$ cat config.mk
export PLATFORM = sky130hd
export DESIGN_NAME = microwave_timer_ctrl
export DESIGN_NICKNAME = d
export VERILOG_FILES = /design/src/rtl/microwave_timer_ctrl.sv
export SDC_FILE = /design/constraint.sdc
export NUM_CORES = 1
export LEC_CHECK = 0
export ABC_AREA = 0
export CAP_MARGIN = 10
export CORE_UTILIZATION = 43
export DETAILED_ROUTE_END_ITERATION = 12
export GPL_TIMING_DRIVEN = 0
export PLACE_DENSITY = 0.79
export SYNTH_ARGS = -nofsm -noshare
export SYNTH_HDL_FRONTEND = slang
export SYNTH_SLANG_ARGS = --single-unit
$ cat constraint.sdc
create_clock -name clk -period 2 [get_ports clk]
set_input_delay 0.3 -clock clk [delete_from_list [all_inputs] [get_ports clk]]
set_output_delay 0.3 -clock clk [all_outputs]
set_load 0.01 [all_outputs]
$ cat src/rtl/microwave_timer_ctrl.sv
// -----------------------------------------------------------------------------
// microwave_timer_ctrl
//
// Cook-timer sequencer for a microwave. Keypad digits are shifted into a
// three-digit BCD time (min : sec_tens sec_ones). Once started, the time counts
// down by one second every CLK_PER_SEC clocks while the magnetron is enabled.
// Start/stop/clear strobes and the door interlock move the controller between
// IDLE, RUNNING, PAUSED and DONE.
//
// Ports:
//   clk         in   system clock, rising edge
//   reset       in   asynchronous, active-high reset
//   digit_valid in   one-cycle strobe qualifying digit
//   digit[3:0]  in   keypad digit, binary 0-9 (10-15 are rejected)
//   start       in   one-cycle start/resume strobe
//   stop        in   one-cycle pause/cancel strobe
//   clear       in   one-cycle clear strobe
//   door_closed in   level, 1 = door closed
//   sec_ones    out  BCD seconds units (0-9)
//   sec_tens    out  BCD seconds tens (0-5)
//   min         out  BCD minutes (0-9)
//   mag_on      out  magnetron enable (state == RUNNING)
//   done        out  cook complete (state == DONE)
//   state[1:0]  out  00 IDLE, 01 RUNNING, 10 PAUSED, 11 DONE
//
// Same-cycle strobe priority: clear > stop > door open > start > digit_valid.
// An event that has no effect in the current state does not mask the events
// below it.
// -----------------------------------------------------------------------------
module microwave_timer_ctrl #(
  parameter int CLK_PER_SEC = 100
) (
  input  logic       clk,
  input  logic       reset,
  input  logic       digit_valid,
  input  logic [3:0] digit,
  input  logic       start,
  input  logic       stop,
  input  logic       clear,
  input  logic       door_closed,
  output logic [3:0] sec_ones,
  output logic [3:0] sec_tens,
  output logic [3:0] min,
  output logic       mag_on,
  output logic       done,
  output logic [1:0] state
);

  localparam int PW = (CLK_PER_SEC > 1) ? $clog2(CLK_PER_SEC) : 1;
  localparam logic [PW-1:0] PRESC_TERM = PW'(CLK_PER_SEC - 1);

  typedef enum logic [1:0] {
    S_IDLE    = 2'b00,
    S_RUNNING = 2'b01,
    S_PAUSED  = 2'b10,
    S_DONE    = 2'b11
  } state_e;

  state_e        state_q, state_d;
  logic [3:0]    min_q, min_d;
  logic [3:0]    tens_q, tens_d;
  logic [3:0]    ones_q, ones_d;
  logic [PW-1:0] presc_q, presc_d;

  // One-second BCD decrement of the current time. Only used while RUNNING,
  // where the time is never 0:00, so the minute borrow cannot underflow.
  logic [3:0] dec_min, dec_tens, dec_ones;
  logic       dec_zero;
  logic       time_zero;

  always_comb begin
    dec_min  = min_q;
    dec_tens = tens_q;
    dec_ones = ones_q;
    if (ones_q != 4'd0) begin
      dec_ones = ones_q - 4'd1;
    end else begin
      dec_ones = 4'd9;
      if (tens_q != 4'd0) begin
        dec_tens = tens_q - 4'd1;
      end else begin
        dec_tens = 4'd5;
        dec_min  = min_q - 4'd1;
      end
    end
  end

  assign dec_zero  = (dec_min == 4'd0) && (dec_tens == 4'd0) && (dec_ones == 4'd0);
  assign time_zero = (min_q == 4'd0) && (tens_q == 4'd0) && (ones_q == 4'd0);

  always_ff @(posedge clk or posedge reset) begin
    if (reset) begin
      state_q <= S_IDLE;
      min_q   <= 4'd0;
      tens_q  <= 4'd0;
      ones_q  <= 4'd0;
      presc_q <= '0;
    end else begin
      state_q <= state_d;
      min_q   <= min_d;
      tens_q  <= tens_d;
      ones_q  <= ones_d;
      presc_q <= presc_d;
    end
  end

  always_comb begin
    state_d = state_q;
    min_d   = min_q;
    tens_d  = tens_q;
    ones_d  = ones_q;
    presc_d = presc_q;

    unique case (state_q)
      S_IDLE: begin
        if (clear) begin
          min_d  = 4'd0;
          tens_d = 4'd0;
          ones_d = 4'd0;
        end else if (start && door_closed && !time_zero) begin
          state_d = S_RUNNING;
          presc_d = '0;
        end else if (digit_valid && (digit <= 4'd9) && (ones_q <= 4'd5)) begin
          // Shift left; ones above 5 would become an illegal tens digit.
          min_d  = tens_q;
          tens_d = ones_q;
          ones_d = digit;
        end
      end

      S_RUNNING: begin
        if (clear) begin
          state_d = S_IDLE;
          min_d   = 4'd0;
          tens_d  = 4'd0;
          ones_d  = 4'd0;
          presc_d = '0;
        end else if (stop || !door_closed) begin
          // Pause wins over a coincident terminal count; prescaler is held.
          state_d = S_PAUSED;
        end else if (presc_q == PRESC_TERM) begin
          presc_d = '0;
          min_d   = dec_min;
          tens_d  = dec_tens;
          ones_d  = dec_ones;
          if (dec_zero) begin
            state_d = S_DONE;
          end
        end else begin
          presc_d = presc_q + 1'b1;
        end
      end

      S_PAUSED: begin
        if (clear || stop) begin
          state_d = S_IDLE;
          min_d   = 4'd0;
          tens_d  = 4'd0;
          ones_d  = 4'd0;
          presc_d = '0;
        end else if (start && door_closed) begin
          state_d = S_RUNNING;
        end
      end

      S_DONE: begin
        if (clear || stop) begin
          state_d = S_IDLE;
          presc_d = '0;
        end
      end

      default: state_d = S_IDLE;
    endcase
  end

  assign sec_ones = ones_q;
  assign sec_tens = tens_q;
  assign min      = min_q;
  assign state    = state_q;
  assign mag_on   = (state_q == S_RUNNING);
  assign done     = (state_q == S_DONE);

endmodule
==> impl_metrics.tcl, run 1 <==
set metrics [dict create \
    yosys.area.top_type_share_pct 32.48 \
    synthTopCellsByCount "dfrtp_1, nor2_1, nand2_1, o21ai_0, o21ai_1" \
    p_per_area_mw_per_mm2 1286 \
    floorplan.initialDensity_pct 46.65 \
    synthCells 188 \
    cts_tree "yes" \
    critPathRequiredTime_ns 2.15 \
    rsz0062_at_grt "yes" \
    synth_nets 207 \
    yosys.area.top_type "dfrtp_1" \
    grt_max_degree 22 \
    post_drt_wl_per_cell_um 16.23 \
    synth_fa_ha_area_share_pct 6.187 \
    worstPathCellList "nor4b_4, a31oi_1, o211a_1, or2_4, mux2_4" \
    die_area_sq_mm 0.004011 \
    drt_pre_antenna_iters 6 \
    fin_setup_tns_ns 0 \
    avgSynthCellArea_sq_um 8.605 \
    synth.mux.area_fraction_pct 1.547 \
    area_growth_pct 33.26 \
    pin_count 27 \
    worst-path-max-fanout 8 \
    io_buffers 26 \
    max_freq_mhz 510.8 \
    clockRootBuffer "clkbuf_8" \
    setup_violations 0 \
    instances_no_fill 272 \
    hold_class "in2async" \
    power_leakage_uw 0.0008988 \
    synth-simple-area-share_pct 28.54 \
    outcome "finished clean" \
    grt_pass1_wl_mm 6.782 \
    cts.sinks 21 \
    synthTopCellsByArea "dfrtp_1, ha_1, o31ai_1" \
    gp_congestion 0.8167 \
    min_period_over_period_pct 97.88 \
    max_stage_delay_ns 0.52 \
    synth_ff_type "dfrtp_1" \
    fin_nets 246 \
    antenna_found_initial 0 \
    final_area_sq_mm 0.002156 \
    synth_cell_types 46 \
    ys_seq_area_share_pct 32.48 \
    dp.cells 260 \
    grt_pass1_vias 1427 \
    htree_num_levels 1 \
    grt.total_usage_pct 21.19 \
    fp.dieW_um 63.34 \
    cts_buffer_depth 2 \
    critPathCaptureType "flop" \
    worst_pin_slew_ns 0.8703 \
    placed_area_sq_mm 0.001946 \
    critPathBufInv 0 \
    antennaDiodeCount 0 \
    crit_type "reg2reg" \
    vias 1657 \
    drt_iter0_drc 77 \
    clock_skew_ns 0.002797 \
    cts_buffers 3 \
    core.rowCount 21 \
    synth_top_family_by_area "simple AND/OR/NAND/NOR gates" \
    yosys.cell_count.top_type "dfrtp_1" \
    grt-ovfl-total 0 \
    synth_area_sq_mm 0.001618 \
    cts.clk_slew.worst_paths_ns 0.08 \
    wl_mm 4.414 \
    cp_top_family "simple AND/OR/NAND/NOR gates" \
    yosys_warnings 0 \
    fp.coreArea_sq_mm 0.003468 \
    report.final.slew_viol_count 0 \
    synthArstFlopShare_pct 100.0 \
    synth_enable_flop_cells 0 \
    total_power_uw 2773 \
    hold_viol_final 0 \
    crit_slowest_cell "dfrtp_1" \
    route.detailed.drc 0 \
    die_h_um 63.34 \
    peakVddDrop_mv 0.8827 \
    drtAntennaViolNets 0 \
    synth_xor_area_share_pct 0 \
    fin_crit_ns 1.958 \
    vias_per_cell 6.092 \
    ys_seq_elements 21 \
    slew_headroom_pct 41.92 \
    dp_hpwl_mm 2.826 \
    arrival_ns 2.11 \
    synth_compound_area_share_pct 25.21 \
    maxCapViolCount 0 \
    layout-drive-gt1-share_pct 20.80 \
    clk_latency_ns 0.26 \
    cp-start-kind "flop" \
]
## metal layers
| metal | vias up | global-route usage [%] | share of wire, % |
|---|---|---|---|
| met3 | 8 | 3.080 | 4.8 |
| met2 | 56 | 32.85 | 47 |
| met1 | 805 | 30.44 | 47 |
| met4 | 0 | 5.682 | 0.91 |
| met5 | - | 0 | 0 |
| li1 | 788 | - | - |
## state kept, by name, indices dropped and copies added, names as in the netlist
register  cells
state         2
sec_tens      4
sec_ones      4
min           4
presc_q       7
## cell families after synthesis
logic type | after synthesis
flops | 21
mux | 2
fa+ha+maj | 8
buf+inv | 20
simple gates | 75
compound gates | 62
## repair_timing
item / 4_1_cts / 5_1_grt
endpoints found under the setup margin: 18 / 20
buffers inserted: 4 / 6
pin swaps: 0 / 5
resized for setup: 5 / 21
cloned: 0 / 0
hold buffers: 0 / 0
## power by group
part	internal, uW	switching [uW]	leakage, uW
Clock	139	154	0.0000255
Combinational	836	987	0.000592
Sequential	512	145	0.000282
Total	1490	1290	0.000899
## placed cells by master (no fill, tap or decap), types with 5 or more instances in the layout
cell	count
nor2_1	16
buf_4	11
clkdlybuf4s50_1	25
ha_1	7
a22oi_1	6
nand3_1	9
o21ai_0	12
nor3_1	5
o21ai_1	10
o31ai_1	5
nand2_1	11
dfrtp_1	19
a21oi_1	7
inv_1	8
## path summary, 6_finish.rpt
path,startpoint,end,slack (ns),cells past startpoint
hold reg to reg,presc_q[5]$_DFFE_PP0P_,presc_q[5]$_DFFE_PP0P_,0.52,1
hold / removal,reset,presc_q[2]$_DFFE_PP0P_,0.52,2
max in group asynchronous,reset,min[0]$_DFFE_PP0P_,0.89,2
setup / recovery,sec_tens[3]$_DFFE_PP0P_,sec_ones[0]$_DFFE_PP0P_,0.04,5
min in group clk,presc_q[5]$_DFFE_PP0P_,presc_q[5]$_DFFE_PP0P_,0.52,1
setup reg to reg,sec_tens[3]$_DFFE_PP0P_,sec_ones[0]$_DFFE_PP0P_,0.04,5
## through the flow
step	worst slack (ns)	util, %	hold WS (ns)
2_1_floorplan	0.03135	-	0.2765
3_3_place_gp	-0.2220	56.10	0.4983
3_5_place_dp	-0.2274	56.10	0.5069
4_1_cts	0.001299	58.73	0.5206
5_1_grt	-0.02815	62.16	0.5434
6_report	0.04239	62.16	0.5205
## area by class of cell
cell class / instances / area [sq um]
buffer: 9 / 70.07
clock buffer: 3 / 41.29
clock inverter: 1 / 5.005
fill: 312 / 1313
inverter: 9 / 33.78
multi-input combinational: 147 / 1082
sequential: 21 / 528.0
tap: 46 / 57.56
timing repair buffer: 36 / 337.8
(Power assumes the default switching activity.)
==> run 2: changes to the inputs <==
--- a/config.mk
+++ b/config.mk
@@ -7,8 +7,10 @@
 export LEC_CHECK = 0
 export ABC_AREA = 0
 export CAP_MARGIN = 10
+export CORE_ASPECT_RATIO = 0.6
 export CORE_UTILIZATION = 43
 export DETAILED_ROUTE_END_ITERATION = 12
+export GPL_ROUTABILITY_DRIVEN = 0
 export GPL_TIMING_DRIVEN = 0
 export PLACE_DENSITY = 0.79
 export SYNTH_ARGS = -nofsm -noshare
==> impl_metrics.tcl, run 2 (same netlist as run 1, synthesis figures left out) <==
set metrics [dict create \
    outcome "finished clean" \
    setup_violations 0 \
    cts_tree "yes" \
    slew_headroom_pct 41.84 \
    maxCapViolCount 0 \
    route.detailed.drc 0 \
    die_area_sq_mm 0.004019 \
    seqPwrFrac_pct 24.0 \
    hold_class "in2async" \
    grt_pass1_wl_mm 7.383 \
    final_area_sq_mm 0.002185 \
    drt_pre_antenna_iters 5 \
    report.final.slew_viol_count 0 \
    vias 1677 \
    cp-start-kind "flop" \
    critPathBufInv 1 \
    largest_reg_flops 7 \
    cts_buffers 3 \
    critPathCaptureType "flop" \
    grt-ovfl-total 0 \
    power_frac_comb_pct 65.2 \
    fin_setup_tns_ns 0 \
    cts.sinks 21 \
    floorplan.initialDensity_pct 47.26 \
    max_stage_delay_ns 0.38 \
    clockRootBuffer "clkbuf_8" \
    peakVddDrop_mv 0.7710 \
    die_h_um 49.51 \
    rsz0062_at_grt "yes" \
    arrival_ns 2.11 \
    drt_iter0_drc 167 \
    grt.total_usage_pct 24.41 \
    worst-path-max-fanout 9 \
    cp_top_family "simple AND/OR/NAND/NOR gates" \
    vias_per_cell 6.188 \
    grt_pass1_vias 1475 \
    worstPathCellList "buf_4, nor4_4, a31oi_1, o211a_1, or2_4, mux2_4" \
    largest_register "presc_q" \
    power_leakage_uw 0.0008929 \
    fp.dieW_um 81.19 \
    htree_num_levels 1 \
    drtAntennaViolNets 0 \
    final_cell_mix "clkdlybuf4s50_1, nor2_1, dfrtp_1" \
    critPathRequiredTime_ns 2.16 \
    total_power_uw 2780 \
    io_buffers 26 \
    pin_count 27 \
    crit_type "reg2reg" \
    worst_pin_slew_ns 0.8714 \
    p_int_uw 1466 \
    clk_latency_ns 0.27 \
    cts.clk_slew.worst_paths_ns 0.09 \
    fin_nets 246 \
    grt_max_degree 22 \
    fin_crit_ns 1.952 \
    layout-drive-gt1-share_pct 25.22 \
    placed_area_sq_mm 0.001944 \
    area_growth_pct 35.04 \
    dp_hpwl_mm 3.171 \
    min_period_over_period_pct 97.60 \
    post_drt_wl_per_cell_um 16.80 \
    clkPwrFrac_pct 10.7 \
    cts_hold_buffers 0 \
    p_per_area_mw_per_mm2 1272 \
    max_freq_mhz 512.3 \
    fp.coreArea_sq_mm 0.003423 \
    n_fill_cell 269 \
    core.rowCount 16 \
    power.net_switching_uw 1314 \
    layout_commonest_cell "clkdlybuf4s50_1" \
    dp.cells 259 \
    cts_buffer_depth 2 \
    crit_slowest_cell "dfrtp_1" \
    wl_mm 4.552 \
    sw_frac_of_total_pct 47.28 \
    antennaDiodeCount 0 \
    antenna_found_initial 0 \
    instances_no_fill 271 \
    hold_viol_final 0 \
    clock_skew_ns 0.005505 \
]
==> run 2: changes by cell type in the layout (fill, tap and decap cells not counted), moves of 2 or more <==
cell / previous run / this run
dfrtp_2: 2 / 5
ha_1: 7 / 5
o31ai_1: 5 / 3
o21ai_1: 10 / 7
dfrtp_1: 19 / 16
o21ai_2: 1 / 4
o31ai_2: 4 / 6
==> run 2: repair_timing <==
item / CTS / global route
gates resized for setup: 7 / 30
setup endpoints to repair: 18 / 21
pin swaps: 1 / 5
buffers inserted: 5 / 5
==> run 2: through the flow <==
stage               worst slack [ns]  util [%]  hold WS [ns]
finish                       0.04799     63.82        0.5013
global placement             -0.2116     56.80        0.5010
CTS                          0.02249     59.72        0.5346
global route                -0.03461     63.82        0.5539
detailed placement           -0.2436     56.80        0.5151
floorplan                    0.03135         -        0.2765
==> run 2: area by class of cell <==
cell class | count | area (sq um) | share of cell area (%)
Clock buffer | 3 | 41.29 | 1.890
Timing Repair Buffer | 36 | 337.8 | 15.46
Sequential cell | 21 | 531.8 | 24.34
Multi-Input combinational cell | 147 | 1112 | 50.92
Inverter | 9 | 33.78 | 1.546
Clock inverter | 1 | 5.005 | 0.2291
Buffer | 9 | 66.31 | 3.036
Tap cell | 45 | 56.30 | 2.577
==> run 2: power groups by stage <==
stage / logic (uW) / clock network, uW / registers [uW]
after floorplan: 1040 / 0 / 668
after global placement: 1500 / 0 / 668
after detailed placement: 1510 / 0 / 670
after CTS: 1610 / 301 / 646
after global routing: 1970 / 329 / 680
final: 1810 / 299 / 668
==> run 2: path summary, 6_finish.rpt <==
check,startpoint,to,slack [ns],cells after the start
worst max register to register,sec_ones[2]$_DFFE_PP0P_,sec_ones[0]$_DFFE_PP0P_,0.05,6
worst max-delay path,sec_ones[2]$_DFFE_PP0P_,sec_ones[0]$_DFFE_PP0P_,0.05,6
worst min-delay path,reset,presc_q[4]$_DFFE_PP0P_,0.50,2
worst min register to register,presc_q[5]$_DFFE_PP0P_,presc_q[5]$_DFFE_PP0P_,0.54,1
max in group asynchronous,reset,sec_tens[3]$_DFFE_PP0P_,0.90,2
min in group clk,presc_q[5]$_DFFE_PP0P_,presc_q[5]$_DFFE_PP0P_,0.54,1
==> run 2: worst register-to-register path: cells and delay by family, from the launching register on <==
kind | cells | cell delay [ns]
simple gates | 2 | 0.57
compound gates | 2 | 0.41
flops | 1 | 0.38
mux | 1 | 0.30
buf+inv | 1 | 0.18
==> run 2: routing by layer <==
layer	GRT usage [%]	part of all wire, %	wire, um
met1	39.68	51	2315
met2	32.49	40	1826
met3	5.185	8.4	384
met4	3.571	0.55	25
met5	0	0	0
==> run 3: changes to the inputs <==
--- a/config.mk
+++ b/config.mk
@@ -16,3 +16,4 @@
 export SYNTH_ARGS = -nofsm -noshare
 export SYNTH_HDL_FRONTEND = slang
 export SYNTH_SLANG_ARGS = --single-unit
+export TNS_END_PERCENT = 1
==> impl_metrics.tcl, run 3 (same netlist as run 1, synthesis figures left out) <==
set metrics [dict create \
    outcome "finished clean" \
    largest_reg_flops 7 \
    vias 1624 \
    crit_type "reg2reg" \
    grt.total_usage_pct 24.41 \
    floorplan.initialDensity_pct 47.26 \
    die_h_um 49.51 \
    clock_skew_ns 0.004930 \
    drt_iter0_drc 172 \
    report.final.slew_viol_count 0 \
    layout_commonest_cell "clkdlybuf4s50_1" \
    htree_num_levels 1 \
    fin_nets 241 \
    vias_per_cell 6.105 \
    core.rowCount 16 \
    route.detailed.drc 0 \
    use_met1_pct 39.68 \
    antenna_found_initial 0 \
    hold_viol_final 0 \
    layout-drive-gt1-share_pct 19.46 \
    worst_pin_slew_ns 0.8812 \
    setup_ws_ns 0.05827 \
    power.net_switching_uw 1256 \
    min_period_over_period_pct 97.09 \
    area_growth_pct 29.70 \
    cts.sinks 21 \
    hold_class "in2async" \
    peakVddDrop_mv 0.7586 \
    busiest_layer "met1" \
    setup_violations 0 \
    power_frac_comb_pct 63.7 \
    power_leakage_uw 0.0008644 \
    wl_mm 4.436 \
    critPathRequiredTime_ns 2.14 \
    max_freq_mhz 515.0 \
    grt_pass1_vias 1475 \
    dp_hpwl_mm 3.171 \
    cp-start-kind "flop" \
    worst_r2r_path_depth 6 \
    grt_use_met2_pct 32.49 \
    largest_register "presc_q" \
    crit_path_start "sec_ones[2]$_DFFE_PP0P_" \
    grt_pass1_wl_mm 7.383 \
    clkPwrFrac_pct 11.3 \
    fin_util_pct 61.29 \
    seqPwrFrac_pct 25.0 \
    grt_max_degree 22 \
    sw_frac_of_total_pct 47.26 \
    p_per_area_mw_per_mm2 1267 \
    critPathCaptureType "flop" \
    io_buffers 26 \
    fp.coreArea_sq_mm 0.003423 \
    n_fill_cell 288 \
    slew_headroom_pct 41.19 \
    clockRootBuffer "clkbuf_8" \
    rsz0062_at_grt "yes" \
    fp.dieW_um 81.19 \
    die_area_sq_mm 0.004019 \
    pin_count 27 \
    grt-ovfl-total 0 \
    fin_hold_ws_ns 0.5058 \
    post-place-ws_ns -0.2436 \
    p_int_uw 1402 \
    antennaDiodeCount 0 \
    drt_pre_antenna_iters 5 \
    cts_buffer_depth 2 \
    worst-path-max-fanout 10 \
    arrival_ns 2.08 \
    fin_crit_ns 1.942 \
    gr-usage-met3_pct 5.185 \
    cts_buffers 3 \
    post_drt_wl_per_cell_um 16.68 \
    cts_tree "yes" \
    clk_latency_ns 0.27 \
    timing.rr.start "sec_ones[2]$_DFFE_PP0P_" \
    final_cell_mix "clkdlybuf4s50_1, nor2_1, dfrtp_1" \
    r2r_slack_ns 0.06 \
    regToRegEndpoint "state[0]$_DFFE_PP0P_" \
    maxCapViolCount 0 \
    cts.clk_slew.worst_paths_ns 0.09 \
    drtAntennaViolNets 0 \
]
run 3: stage by stage:
step	total power (uW)	cell area (sq um)	cells	setup TNS (ns)
CTS	2558	2044	266	0
detailed placement	2184	1944	259	-3.235
floorplan	1704	1628	188	0
finish	2659	2098	266	0
global placement	2167	1944	259	-2.686
global route	2866	2098	266	-0.3295
run 3: layout make-up:
| cell class | instances | area [sq um] | share of cell area, % |
|---|---|---|---|
| plain buffers | 9 | 62.56 | 2.982 |
| clock buffers | 3 | 41.29 | 1.968 |
| clock inverters | 1 | 5.005 | 0.2385 |
| inverters | 9 | 33.78 | 1.610 |
| well taps | 45 | 56.30 | 2.683 |
| repair buffers | 31 | 300.3 | 14.31 |
| flip-flops and latches | 21 | 531.8 | 25.34 |
| multi-input cells | 147 | 1067 | 50.86 |
run 3: how the worst max path moves through the flow:
stage	to	cells past startpoint
after floorplan	sec_ones[0]$_DFFE_PP0P_	8
after global placement	sec_ones[0]$_DFFE_PP0P_	7
after detailed placement	min[2]$_DFFE_PP0P_	8
after CTS	sec_ones[0]$_DFFE_PP0P_	7
after global routing	sec_tens[2]$_DFFE_PP0P_	6
final	state[0]$_DFFE_PP0P_	6
run 3: timing repair:
item                       4_1_cts  5_1_grt
resized for setup                7       19
buffers inserted                 5        0
hold endpoints to repair         0        0
pin swaps                        1        1
hold buffers                     0        0
setup endpoints to repair       18       21
run 3: critical path: stages, from the launching register on:
cell      delay [ns]
dfrtp_1         0.38
buf_4           0.18
nor4_4          0.55
a211o_1         0.21
nand4_1         0.12
a21oi_1         0.24
a311oi_1        0.12
run 3: power groups by stage:
stage	sequential (uW)	combinational (uW)	clock, uW
floorplan	668	1040	0
global placement	668	1500	0
detailed placement	670	1510	0
CTS	646	1610	301
global route	678	1860	329
finish	664	1690	300
run 3: layer usage:
| layer | wire length (um) | up-vias | share of wire, % |
|---|---|---|---|
| li1 | - | 788 | - |
| met1 | 2348 | 757 | 53 |
| met2 | 1730 | 77 | 39 |
| met3 | 342 | 2 | 7.7 |
| met4 | 14 | 0 | 0.32 |
| met5 | 0 | - | 0 |
